<file path="src/rtl/uart_rx_cfg_if.sv">
// Receive-side word port of uart_rx_cfg: a held word with its status flags
// and a valid/ready handshake toward the consumer.
interface uart_rx_cfg_if #(
    parameter int DATA_BITS = 8
);
    logic [DATA_BITS-1:0] out;
    logic                 out_valid;
    logic                 out_ready;
    logic                 parity_err;
    logic                 frame_err;
    logic                 overrun;

    modport master (
        output out, out_valid, parity_err, frame_err, overrun,
        input  out_ready
    );

    modport slave (
        input  out, out_valid, parity_err, frame_err, overrun,
        output out_ready
    );
endinterface

</file>
<file path="src/rtl/uart_rx_cfg.sv">
// Oversampling UART receiver: synchronised input, 3-sample majority per bit,
// configurable data/parity/stop framing, one-word holding register with status.
module uart_rx_cfg #(
    parameter int CLK_FREQ   = 125_000_000,
    parameter int BAUD       = 115200,
    parameter int OVERSAMPLE = 16,
    parameter int DATA_BITS  = 8,
    parameter int PARITY     = 0,
    parameter int STOP_BITS  = 1
) (
    input  logic               clk,
    input  logic               rst_n,
    input  logic               rx_in,
    uart_rx_cfg_if.master      rx_if
);
    localparam int DIV   = (CLK_FREQ + BAUD * OVERSAMPLE / 2) / (BAUD * OVERSAMPLE);
    localparam int DIV_W = (DIV > 1) ? $clog2(DIV) : 1;
    localparam int S_W   = $clog2(OVERSAMPLE);
    localparam int BC_W  = 4;

    localparam logic [2:0] ST_UNARMED = 3'd0;
    localparam logic [2:0] ST_IDLE    = 3'd1;
    localparam logic [2:0] ST_START   = 3'd2;
    localparam logic [2:0] ST_DATA    = 3'd3;
    localparam logic [2:0] ST_PARITY  = 3'd4;
    localparam logic [2:0] ST_STOP    = 3'd5;

    localparam logic [S_W-1:0] S_LO   = S_W'(OVERSAMPLE / 2 - 1);
    localparam logic [S_W-1:0] S_MID  = S_W'(OVERSAMPLE / 2);
    localparam logic [S_W-1:0] S_DEC  = S_W'(OVERSAMPLE / 2 + 1);
    localparam logic [S_W-1:0] S_LAST = S_W'(OVERSAMPLE - 1);
    localparam logic           PAR_ODD = (PARITY == 1);

    generate
        if (DIV < 1) begin : g_bad_div
            $error("uart_rx_cfg: clock too slow for BAUD*OVERSAMPLE");
        end
        if (OVERSAMPLE < 8 || (OVERSAMPLE % 2) != 0) begin : g_bad_os
            $error("uart_rx_cfg: OVERSAMPLE must be even and >= 8");
        end
    endgenerate

    logic [DIV_W-1:0]     div_cnt_q, div_cnt_d;
    logic                 sync1_q, sync2_q;
    logic [2:0]           state_q, state_d;
    logic [S_W-1:0]       s_q, s_d;
    logic [BC_W-1:0]      bit_cnt_q, bit_cnt_d;
    logic [1:0]           samp_q, samp_d;
    logic [DATA_BITS-1:0] shift_q, shift_d;
    logic                 perr_pend_q, perr_pend_d;
    logic                 ferr_pend_q, ferr_pend_d;
    logic [DATA_BITS-1:0] out_q, out_d;
    logic                 out_valid_q, out_valid_d;
    logic                 parity_err_q, parity_err_d;
    logic                 frame_err_q, frame_err_d;
    logic                 overrun_q, overrun_d;

    logic tick, rx_s, busy, decide, maj, complete, ferr_now, hs;

    assign tick   = (div_cnt_q == DIV_W'(DIV - 1));
    assign rx_s   = sync2_q;
    assign busy   = (state_q == ST_START) || (state_q == ST_DATA) ||
                    (state_q == ST_PARITY) || (state_q == ST_STOP);
    assign decide = tick && busy && (s_q == S_DEC);
    // The third sample is taken live on the decision tick.
    assign maj    = (samp_q[0] & samp_q[1]) | (samp_q[0] & rx_s) | (samp_q[1] & rx_s);
    assign hs     = out_valid_q && rx_if.out_ready;

    always_comb begin
        div_cnt_d    = tick ? '0 : div_cnt_q + DIV_W'(1);
        state_d      = state_q;
        s_d          = s_q;
        bit_cnt_d    = bit_cnt_q;
        samp_d       = samp_q;
        shift_d      = shift_q;
        perr_pend_d  = perr_pend_q;
        ferr_pend_d  = ferr_pend_q;
        complete     = 1'b0;
        ferr_now     = 1'b0;

        if (tick && busy) begin
            s_d = (s_q == S_LAST) ? '0 : s_q + S_W'(1);
            if (s_q == S_LO)  samp_d[0] = rx_s;
            if (s_q == S_MID) samp_d[1] = rx_s;
        end

        if (tick) begin
            case (state_q)
                ST_UNARMED: if (rx_s) state_d = ST_IDLE;
                ST_IDLE: begin
                    if (!rx_s) begin
                        // This tick is s = 0 of the start bit.
                        state_d     = ST_START;
                        s_d         = S_W'(1);
                        bit_cnt_d   = '0;
                        perr_pend_d = 1'b0;
                        ferr_pend_d = 1'b0;
                    end
                end
                ST_START: if (decide) state_d = maj ? ST_IDLE : ST_DATA;
                ST_DATA: begin
                    if (decide) begin
                        shift_d = {maj, shift_q[DATA_BITS-1:1]};
                        if (bit_cnt_q == BC_W'(DATA_BITS - 1)) begin
                            bit_cnt_d = '0;
                            state_d   = (PARITY != 0) ? ST_PARITY : ST_STOP;
                        end else begin
                            bit_cnt_d = bit_cnt_q + BC_W'(1);
                        end
                    end
                end
                ST_PARITY: begin
                    if (decide) begin
                        perr_pend_d = ((^shift_q) ^ maj) != PAR_ODD;
                        state_d     = ST_STOP;
                    end
                end
                ST_STOP: begin
                    if (decide) begin
                        ferr_now    = ferr_pend_q | ~maj;
                        ferr_pend_d = ferr_now;
                        if (bit_cnt_q == BC_W'(STOP_BITS - 1)) begin
                            complete = 1'b1;
                            state_d  = ferr_now ? ST_UNARMED : ST_IDLE;
                        end else begin
                            bit_cnt_d = bit_cnt_q + BC_W'(1);
                        end
                    end
                end
                default: state_d = ST_UNARMED;
            endcase
        end
    end

    always_comb begin
        out_d        = out_q;
        out_valid_d  = out_valid_q;
        parity_err_d = parity_err_q;
        frame_err_d  = frame_err_q;
        overrun_d    = overrun_q;
        if (complete && (!out_valid_q || rx_if.out_ready)) begin
            out_d        = shift_q;
            parity_err_d = perr_pend_q;
            frame_err_d  = ferr_now;
            out_valid_d  = 1'b1;
            if (hs) overrun_d = 1'b0;
        end else if (complete) begin
            overrun_d = 1'b1;
        end else if (hs) begin
            out_valid_d = 1'b0;
            overrun_d   = 1'b0;
        end
    end

    always_ff @(posedge clk or negedge rst_n) begin
        if (!rst_n) begin
            div_cnt_q    <= '0;
            sync1_q      <= 1'b1;
            sync2_q      <= 1'b1;
            state_q      <= ST_UNARMED;
            s_q          <= '0;
            bit_cnt_q    <= '0;
            samp_q       <= 2'b11;
            shift_q      <= '0;
            perr_pend_q  <= 1'b0;
            ferr_pend_q  <= 1'b0;
            out_q        <= '0;
            out_valid_q  <= 1'b0;
            parity_err_q <= 1'b0;
            frame_err_q  <= 1'b0;
            overrun_q    <= 1'b0;
        end else begin
            div_cnt_q    <= div_cnt_d;
            sync1_q      <= rx_in;
            sync2_q      <= sync1_q;
            state_q      <= state_d;
            s_q          <= s_d;
            bit_cnt_q    <= bit_cnt_d;
            samp_q       <= samp_d;
            shift_q      <= shift_d;
            perr_pend_q  <= perr_pend_d;
            ferr_pend_q  <= ferr_pend_d;
            out_q        <= out_d;
            out_valid_q  <= out_valid_d;
            parity_err_q <= parity_err_d;
            frame_err_q  <= frame_err_d;
            overrun_q    <= overrun_d;
        end
    end

    assign rx_if.out        = out_q;
    assign rx_if.out_valid  = out_valid_q;
    assign rx_if.parity_err = parity_err_q;
    assign rx_if.frame_err  = frame_err_q;
    assign rx_if.overrun    = overrun_q;
endmodule

</file>
<file path="src/flat_wrapper.sv">
// flat-port wrapper written by rule: the top's interface ports become plain ports
module uart_rx_cfg_flat 
#(
    parameter int CLK_FREQ   = 125_000_000,
    parameter int BAUD       = 115200,
    parameter int OVERSAMPLE = 16,
    parameter int DATA_BITS  = 8,
    parameter int PARITY     = 0,
    parameter int STOP_BITS  = 1
)
  (clk, rst_n, rx_in, rx_if_out, rx_if_out_valid, rx_if_parity_err, rx_if_frame_err, rx_if_overrun, rx_if_out_ready);
  uart_rx_cfg_if #(.DATA_BITS(DATA_BITS)) rx_if_i ();
  input  logic clk;
  input  logic rst_n;
  input  logic rx_in;
  output wire logic [$bits(rx_if_i.out)-1:0] rx_if_out;
  output wire logic [$bits(rx_if_i.out_valid)-1:0] rx_if_out_valid;
  output wire logic [$bits(rx_if_i.parity_err)-1:0] rx_if_parity_err;
  output wire logic [$bits(rx_if_i.frame_err)-1:0] rx_if_frame_err;
  output wire logic [$bits(rx_if_i.overrun)-1:0] rx_if_overrun;
  input wire logic [$bits(rx_if_i.out_ready)-1:0] rx_if_out_ready;
  assign rx_if_out = rx_if_i.out;
  assign rx_if_out_valid = rx_if_i.out_valid;
  assign rx_if_parity_err = rx_if_i.parity_err;
  assign rx_if_frame_err = rx_if_i.frame_err;
  assign rx_if_overrun = rx_if_i.overrun;
  assign rx_if_i.out_ready = rx_if_out_ready;
  uart_rx_cfg #(.CLK_FREQ(CLK_FREQ), .BAUD(BAUD), .OVERSAMPLE(OVERSAMPLE), .DATA_BITS(DATA_BITS), .PARITY(PARITY), .STOP_BITS(STOP_BITS)) u_core (.clk(clk), .rst_n(rst_n), .rx_in(rx_in), .rx_if(rx_if_i));
endmodule
</file>
<file path="config.mk">
export PLATFORM = sky130hd
export DESIGN_NAME = uart_rx_cfg_flat
export DESIGN_NICKNAME = d
export VERILOG_FILES = /design/src/rtl/uart_rx_cfg_if.sv /design/src/rtl/uart_rx_cfg.sv /design/src/flat_wrapper.sv
export SDC_FILE = /design/constraint.sdc
export NUM_CORES = 1
export LEC_CHECK = 0
export BUFFER_PORTS_ARGS = -buffer_cell sky130_fd_sc_hd__buf_2
export CORE_MARGIN = 2
export CORE_UTILIZATION = 30
export DETAILED_ROUTE_END_ITERATION = 12
export SYNTH_ARGS = -nofsm -noshare
export SYNTH_HDL_FRONTEND = slang
export SYNTH_SLANG_ARGS = --single-unit
</file>
<file path="constraint.sdc">
create_clock -name clk -period 3.1 [get_ports clk]
set_clock_uncertainty 0.2 [all_clocks]
set_input_delay 0.465 -clock clk [delete_from_list [all_inputs] [get_ports clk]]
set_output_delay 0.465 -clock clk [all_outputs]
set_load 0.02 [all_outputs]
</file>
==> results of run 1 <==
state kept, by name, summed over array words and instances, names as in the netlist, 2 cells and up:
| register | count |
|---|---|
| u_core.samp_q | 2 |
| u_core.div_cnt_q | 7 |
| u_core.shift_q | 8 |
| u_core.state_q | 3 |
| u_core.s_q | 4 |
| u_core.bit_cnt_q | 4 |
| u_core.rx_if.out | 8 |
cell type report:
| class | count | area, sq um |
|---|---|---|
| fill | 742 | 4700 |
| clock buffer | 6 | 72.6 |
| multi-input combinational | 135 | 1090 |
| tap | 99 | 124 |
| timing repair buffer | 17 | 90.1 |
| clock inverter | 2 | 35.0 |
| inverter | 8 | 30.0 |
| sequential | 44 | 1110 |
power by group through the flow:
stage	clock network [uW]	registers, uW	logic [uW]
after floorplan	0	590	5.02
after global placement	0	591	20.1
after detailed placement	0	591	19.9
after CTS	442	579	20.0
after global routing	461	580	22.8
final	431	580	18.9
worst max-delay path: stages (launching register included):
cell and delay [ns]:
dfrtp_1 0.39, ha_1 0.23, nor4b_2 0.34, nand2_1 0.23
nor4_4 0.59, mux2_2 0.40
logic make-up after synthesis:
logic type	after synthesis	share of synthesized area, %
simple gates	62	18.2
compound gates	30	9.79
fa+ha+maj	7	3.78
xor+xnor	15	6.45
mux	21	10.5
buf+inv	13	2.17
flops	44	49.2
per-stage QoR:
step | utilization [%] | setup WS [ns] | area [sq um] | std cells | power, uW
floorplan | - | 0.828 | 2250 | 192 | 595
global placement | 33.7 | 0.601 | 2440 | 303 | 611
detailed placement | 33.7 | 0.578 | 2440 | 303 | 611
CTS | 35.2 | 0.550 | 2550 | 311 | 1040
global route | 35.2 | 0.375 | 2550 | 311 | 1060
finish | 35.2 | 0.591 | 2550 | 311 | 1030
layout by cell type (no fill, tap or decap), drive strengths merged, types with 2 or more instances in the layout:
master / n
a21oi: 6
a311oi: 2
a31oi: 2
and2: 2
and3: 3
and3b: 2
buf: 17
clkbuf: 6
dfrtp: 40
dfstp: 4
ha: 6
inv: 8
mux2: 20
nand2: 9
nand2b: 6
nand3: 7
nand3b: 4
nand4b: 3
nor2: 9
nor3: 4
nor4: 4
o211ai: 3
o21ai: 2
o31ai: 4
or3: 3
xnor2: 11
xor2: 3
layer usage:
layer | wire length [microns] | GRT usage, % | share of wire, %
met4 | 24 | 3.21 | 0.57
met2 | 1870 | 15.5 | 45
met5 | 0 | 0 | 0
met1 | 2170 | 15.9 | 52
met3 | 121 | 2.59 | 2.9
final timing paths:
kind                       slack (ns)                start             endpoint  cells after the start
min in group asynchronous        0.10                rst_n  u_core.rx_if.out[5]                      1
min                              0.06                rx_in       u_core.sync1_q                      1
max reg2reg                      0.59  u_core.div_cnt_q[0]    u_core.shift_q[4]                      5
max                              0.59  u_core.div_cnt_q[0]    u_core.shift_q[4]                      5
max in group asynchronous        2.00                rst_n  u_core.div_cnt_q[2]                      1
min reg2reg                      0.16       u_core.sync1_q          u_core.rx_s                      0
==> impl_results.md, run 1 <==
- Status: complete, no violations
- Final setup violation count: 0
- Die Wd: 90.6 microns
- Port Buffer Count: 15
- Die area: 8210 sq um
- CP max FO: 8
- Avg Inst Size Synth: 11.7 sq um
- CTS root buf: clkbuf_8
- Deepest clock path buffer count: 2
- Ports: 16
- Antenna violations before repair: 0
- Mapped Area: approximately 2200 sq um
- Postcts setup bufs: 0
- Die Y: 90.6 microns
- Final Max Tran Viols: 0
- Layout cells sized above 1: 25.5%
- Setup TNS: 0 ns
- Netlist cell types: 48
- Final ANT Viol Nets: 0
- Post-CTS Resized: 0
- Clock Power Share: 41.9%
- Total Wirelength: 4190 microns
- Hold Worst Slack: 0.0592 ns
- EDFF count, synth: 0
- Post-Synthesis Cells: 192
- Post-Syn Nets: 202
- #FFs+latches synth: 44
- Number of max-cap violations: 0
- Worst Hold Class: input port to flop
- Via density: 4.89
- HPWL Detailed: between 3000 and 4000 microns
- Critical path class: flop to flop
- Vias: 1521
- Peak Freq: 398 MHz
- Detailed-route wire length per cell: 13.5 microns
- Leakage dissipation: 0.00115 uW
- Biggest area consumer among synthesized cells: dfrtp_1
- Synth async-reset ratio: 100%
- Hold Buf Count CTS: 0
- Tmin final: 2.51 ns
- Logic gate share of total power: under 10%
- Diode count: 0
- Clk slew on worst S/H paths: 0.08 ns
- Critical Path Start Type: flop
- GRT Util Overall: 10.8%
- Top cell type's share of synthesized area: 44.5%
- Global route overflow: 0
- Worst skew pair latency: 0.29 ns
- TritonCTS clock tree: done
- Seq/Total Area, Yosys: 49.2%
- Slew margin rel.: a little under two fifths
- P&R area growth vs syn: 13.5%
- DR DRC count: 0
- Seq pwr share: 56.3%
- First-pass GRT wire length: about 7300 microns
- Transition time of the tightest slew-check pin: 0.937 ns
- Initial Util: 31.0%
- TritonCTS Buffers: 5
- CTS Sinks: 44
- CTS HTree Levels: 2
- Fin crit share: ~81%
- Yosys warns: 0
- Data arrival time of the worst path: 2.49 ns
- Worst vdd ir: around 270 uV
- Vias in the first global route: between 1500 and 2000
- Nets: 221
- Switching Share: between 20% and 30%
- Req. time, crit path: 3.08 ns
- Largest net degree at the start of global routing: 45
- Top FF cell, synth: dfrtp_1
- Routability Congestion: slightly above 0.8
- Std cell rows: 31
- CP endpoint kind: flop
- Power per Cell Area: 403 nW/um^2
- Area contributors post-synth: dfrtp_1, mux2_2, dfstp_2
- Core ar.: 7250 sq um
- RSZ-0062 raised after global routing: false
- Count leader, synth: dfrtp_1
- Internal Power: 821 uW
- Final Hold Fails: 0
- Top post-synthesis cells by count: dfrtp_1, mux2_2, xnor2_1
- Psw: 209 uW
- DRT iter0 DRCs: 56
- First-pass DRT Iterations: 4
No activity file was read; power rests on OpenSTA's default activity.
==> run 2: changes to the inputs <==
Clock period 3.1 ns to 2.57 ns, I/O delays scaled along.
==> run 2 against run 1 <==
Against the previous run:
- sequential share of layout area shrank 1.5 points
- die area is the same
- combinational power grew 48%
- first-iteration DRC count grew 8.9%
- global-route usage grew 0.68 points
- largest power group unchanged
- largest cell class unchanged
- via count grew 2.4%
- core utilization grew 1.3 points
- clock power grew 28%
- total power grew 24%
- sequential cell count is the same
==> impl_results.md, run 2 (synthesis results as in run 1) <==
- Commonest non-fill, non-tap cells in the layout: dfrtp_1, mux2_2, buf_2 (unchanged)
- CP max FO: 5 (was 8)
- Final ANT Viol Nets: 0 (unchanged)
- Fin crit share: 93.0% (was 81.0%)
- Global route overflow: 0 (unchanged)
- Total Wirelength: 4230 microns (was 4190 microns)
- Data arrival time of the worst path: 2.37 ns (was 2.49 ns)
- Port Buffer Count: 15 (unchanged)
- Design area: 2650 sq um (was 2550 sq um)
- Die Y: 90.6 microns (unchanged)
- Vias: 1558 (was 1521)
- Status: complete, no violations (unchanged)
- Final setup violation count: 0 (unchanged)
- DRT iter0 DRCs: 61 (was 56)
- Transition time of the tightest slew-check pin: 0.591 ns (was 0.937 ns)
- Number of max-cap violations: 0 (unchanged)
- Cell Count, Final, Fillers Out: 321 (was 311)
- Tmin final: 2.39 ns (was 2.51 ns)
- DR DRC count: 0 (unchanged)
- GRT Util Overall: 11.5% (was 10.8%)
- Die area: 8210 sq um (unchanged)
- Critical Path Start Type: flop (unchanged)
- Initial Util: 31.0% (unchanged)
- Via density: 4.85 (was 4.89)
- CTS Sinks: 44 (unchanged)
- Std cell rows: 31 (unchanged)
- Vias in the first global route: 1573 (was 1502)
- Inst Count DP: 311 (was 303)
- First-pass GRT wire length: 7600 microns (was 7270 microns)
- Antenna violations before repair: 0 (unchanged)
- Leakage dissipation: 0.00120 uW (was 0.00115 uW)
- CP endpoint kind: flop (unchanged)
- Worst vdd ir: 267 uV (was 271 uV)
- RSZ-0062 raised after global routing: false (unchanged)
- HPWL Detailed: 3200 microns (was 3080 microns)
- P&R area growth vs syn: 17.6% (was 13.5%)
- Core ar.: 7250 sq um (unchanged)
- Worst Hold Class: input port to flop (unchanged)
- Dpl cell area: 2500 sq um (was 2440 sq um)
- Largest net degree at the start of global routing: 23 (was 45)
- Power per Cell Area: 484 nW/um^2 (was 403 nW/um^2)
- CTS HTree Levels: 2 (unchanged)
- Peak Freq: 419 MHz (was 398 MHz)
- Critical path class: flop to flop (unchanged)
- Final Max Tran Viols: 0 (unchanged)
- Deepest clock path buffer count: 2 (unchanged)
- Die Wd: 90.6 microns (unchanged)
- Worst skew pair latency: 0.30 ns (was 0.29 ns)
- TritonCTS clock tree: done (unchanged)
- Req. time, crit path: 2.55 ns (was 3.08 ns)
- Slew margin rel.: 60.5% (was 37.5%)
- Nets: 231 (was 221)
- TritonCTS Buffers: 5 (unchanged)
- Layout cells sized above 1: 28.4% (was 25.5%)
- Commonest non-fill, non-tap cell in the layout: dfrtp_1 (unchanged)
- CTS root buf: clkbuf_8 (unchanged)
- Clk slew on worst S/H paths: 0.08 ns (about the same)
- Final Hold Fails: 0 (unchanged)
- Diode count: 0 (unchanged)
- Ports: 16 (unchanged)
- Detailed-route wire length per cell: 13.2 microns (was 13.5 microns)
- First-pass DRT Iterations: 4 (unchanged)
- Routability Congestion: 0.816 (was 0.808)
- Setup TNS: 0 ns (unchanged)
## run 2: final cells by class
class	count	area (sq um)
clock inverters	2	38.8
fillers	747	4610
inverters	8	30.0
multi-input cells	135	1090
clock buffers	6	82.6
flip-flops and latches	44	1110
well taps	99	124
repair buffers	27	170
## run 2: routing by layer
metal	vias to the layer above	global-route usage, %	share of wire (%)
met5	-	0	0
met4	0	4.62	1.8
met3	6	2.17	3.1
met2	23	16.3	44
met1	764	17.0	51
li1	765	-	-
## run 2: per-stage QoR
step	total power (uW)	util, %	hold slack, ns	setup slack [ns]
2_1_floorplan	718	-	-0.110	0.298
3_3_place_gp	739	34.5	-0.0144	0.235
3_5_place_dp	740	34.5	-0.0141	0.226
4_1_cts	1300	36.5	0.0518	0.220
5_1_grt	1330	36.5	0.0658	0.0372
6_report	1280	36.5	0.0584	0.181
## run 2: timing repair
action / 4_1_cts / 5_1_grt
setup buffers: 0 / 0
hold endpoints to repair: 41 / 0
hold buffers: 2 / 0
gates resized for setup: 0 / 0
## run 2: power breakdown
part	internal [uW]	total [uW]	switching (uW)	leakage, uW
Combinational	9.28	27.9	18.6	0.000557
Clock	318	553	235	0.0000614
Sequential	696	699	2.87	0.000585
## run 2: critical path, stage by stage, from the launching register on
cell and delay (ns):
dfrtp_1 0.42, inv_1 0.07, ha_1 0.13, nor3b_1 0.50, buf_4 0.23, a2bb2oi_1 0.32, a31oi_1 0.13, a311o_1 0.28
## run 2: path summary, 6_finish.rpt
path	start	to	slack, ns	cells after the start
min in group asynchronous	rst_n	u_core.rx_if.out[4]	0.21	2
worst max register to register	u_core.bit_cnt_q[0]	u_core.state_q[1]	0.18	7
worst min-delay path	rx_if_out_ready	u_core.rx_if.overrun	0.06	2
worst min register to register	u_core.sync1_q	u_core.rx_s	0.16	0
max in group asynchronous	rst_n	u_core.sync1_q	1.44	3
worst max-delay path	u_core.bit_cnt_q[0]	u_core.state_q[1]	0.18	7
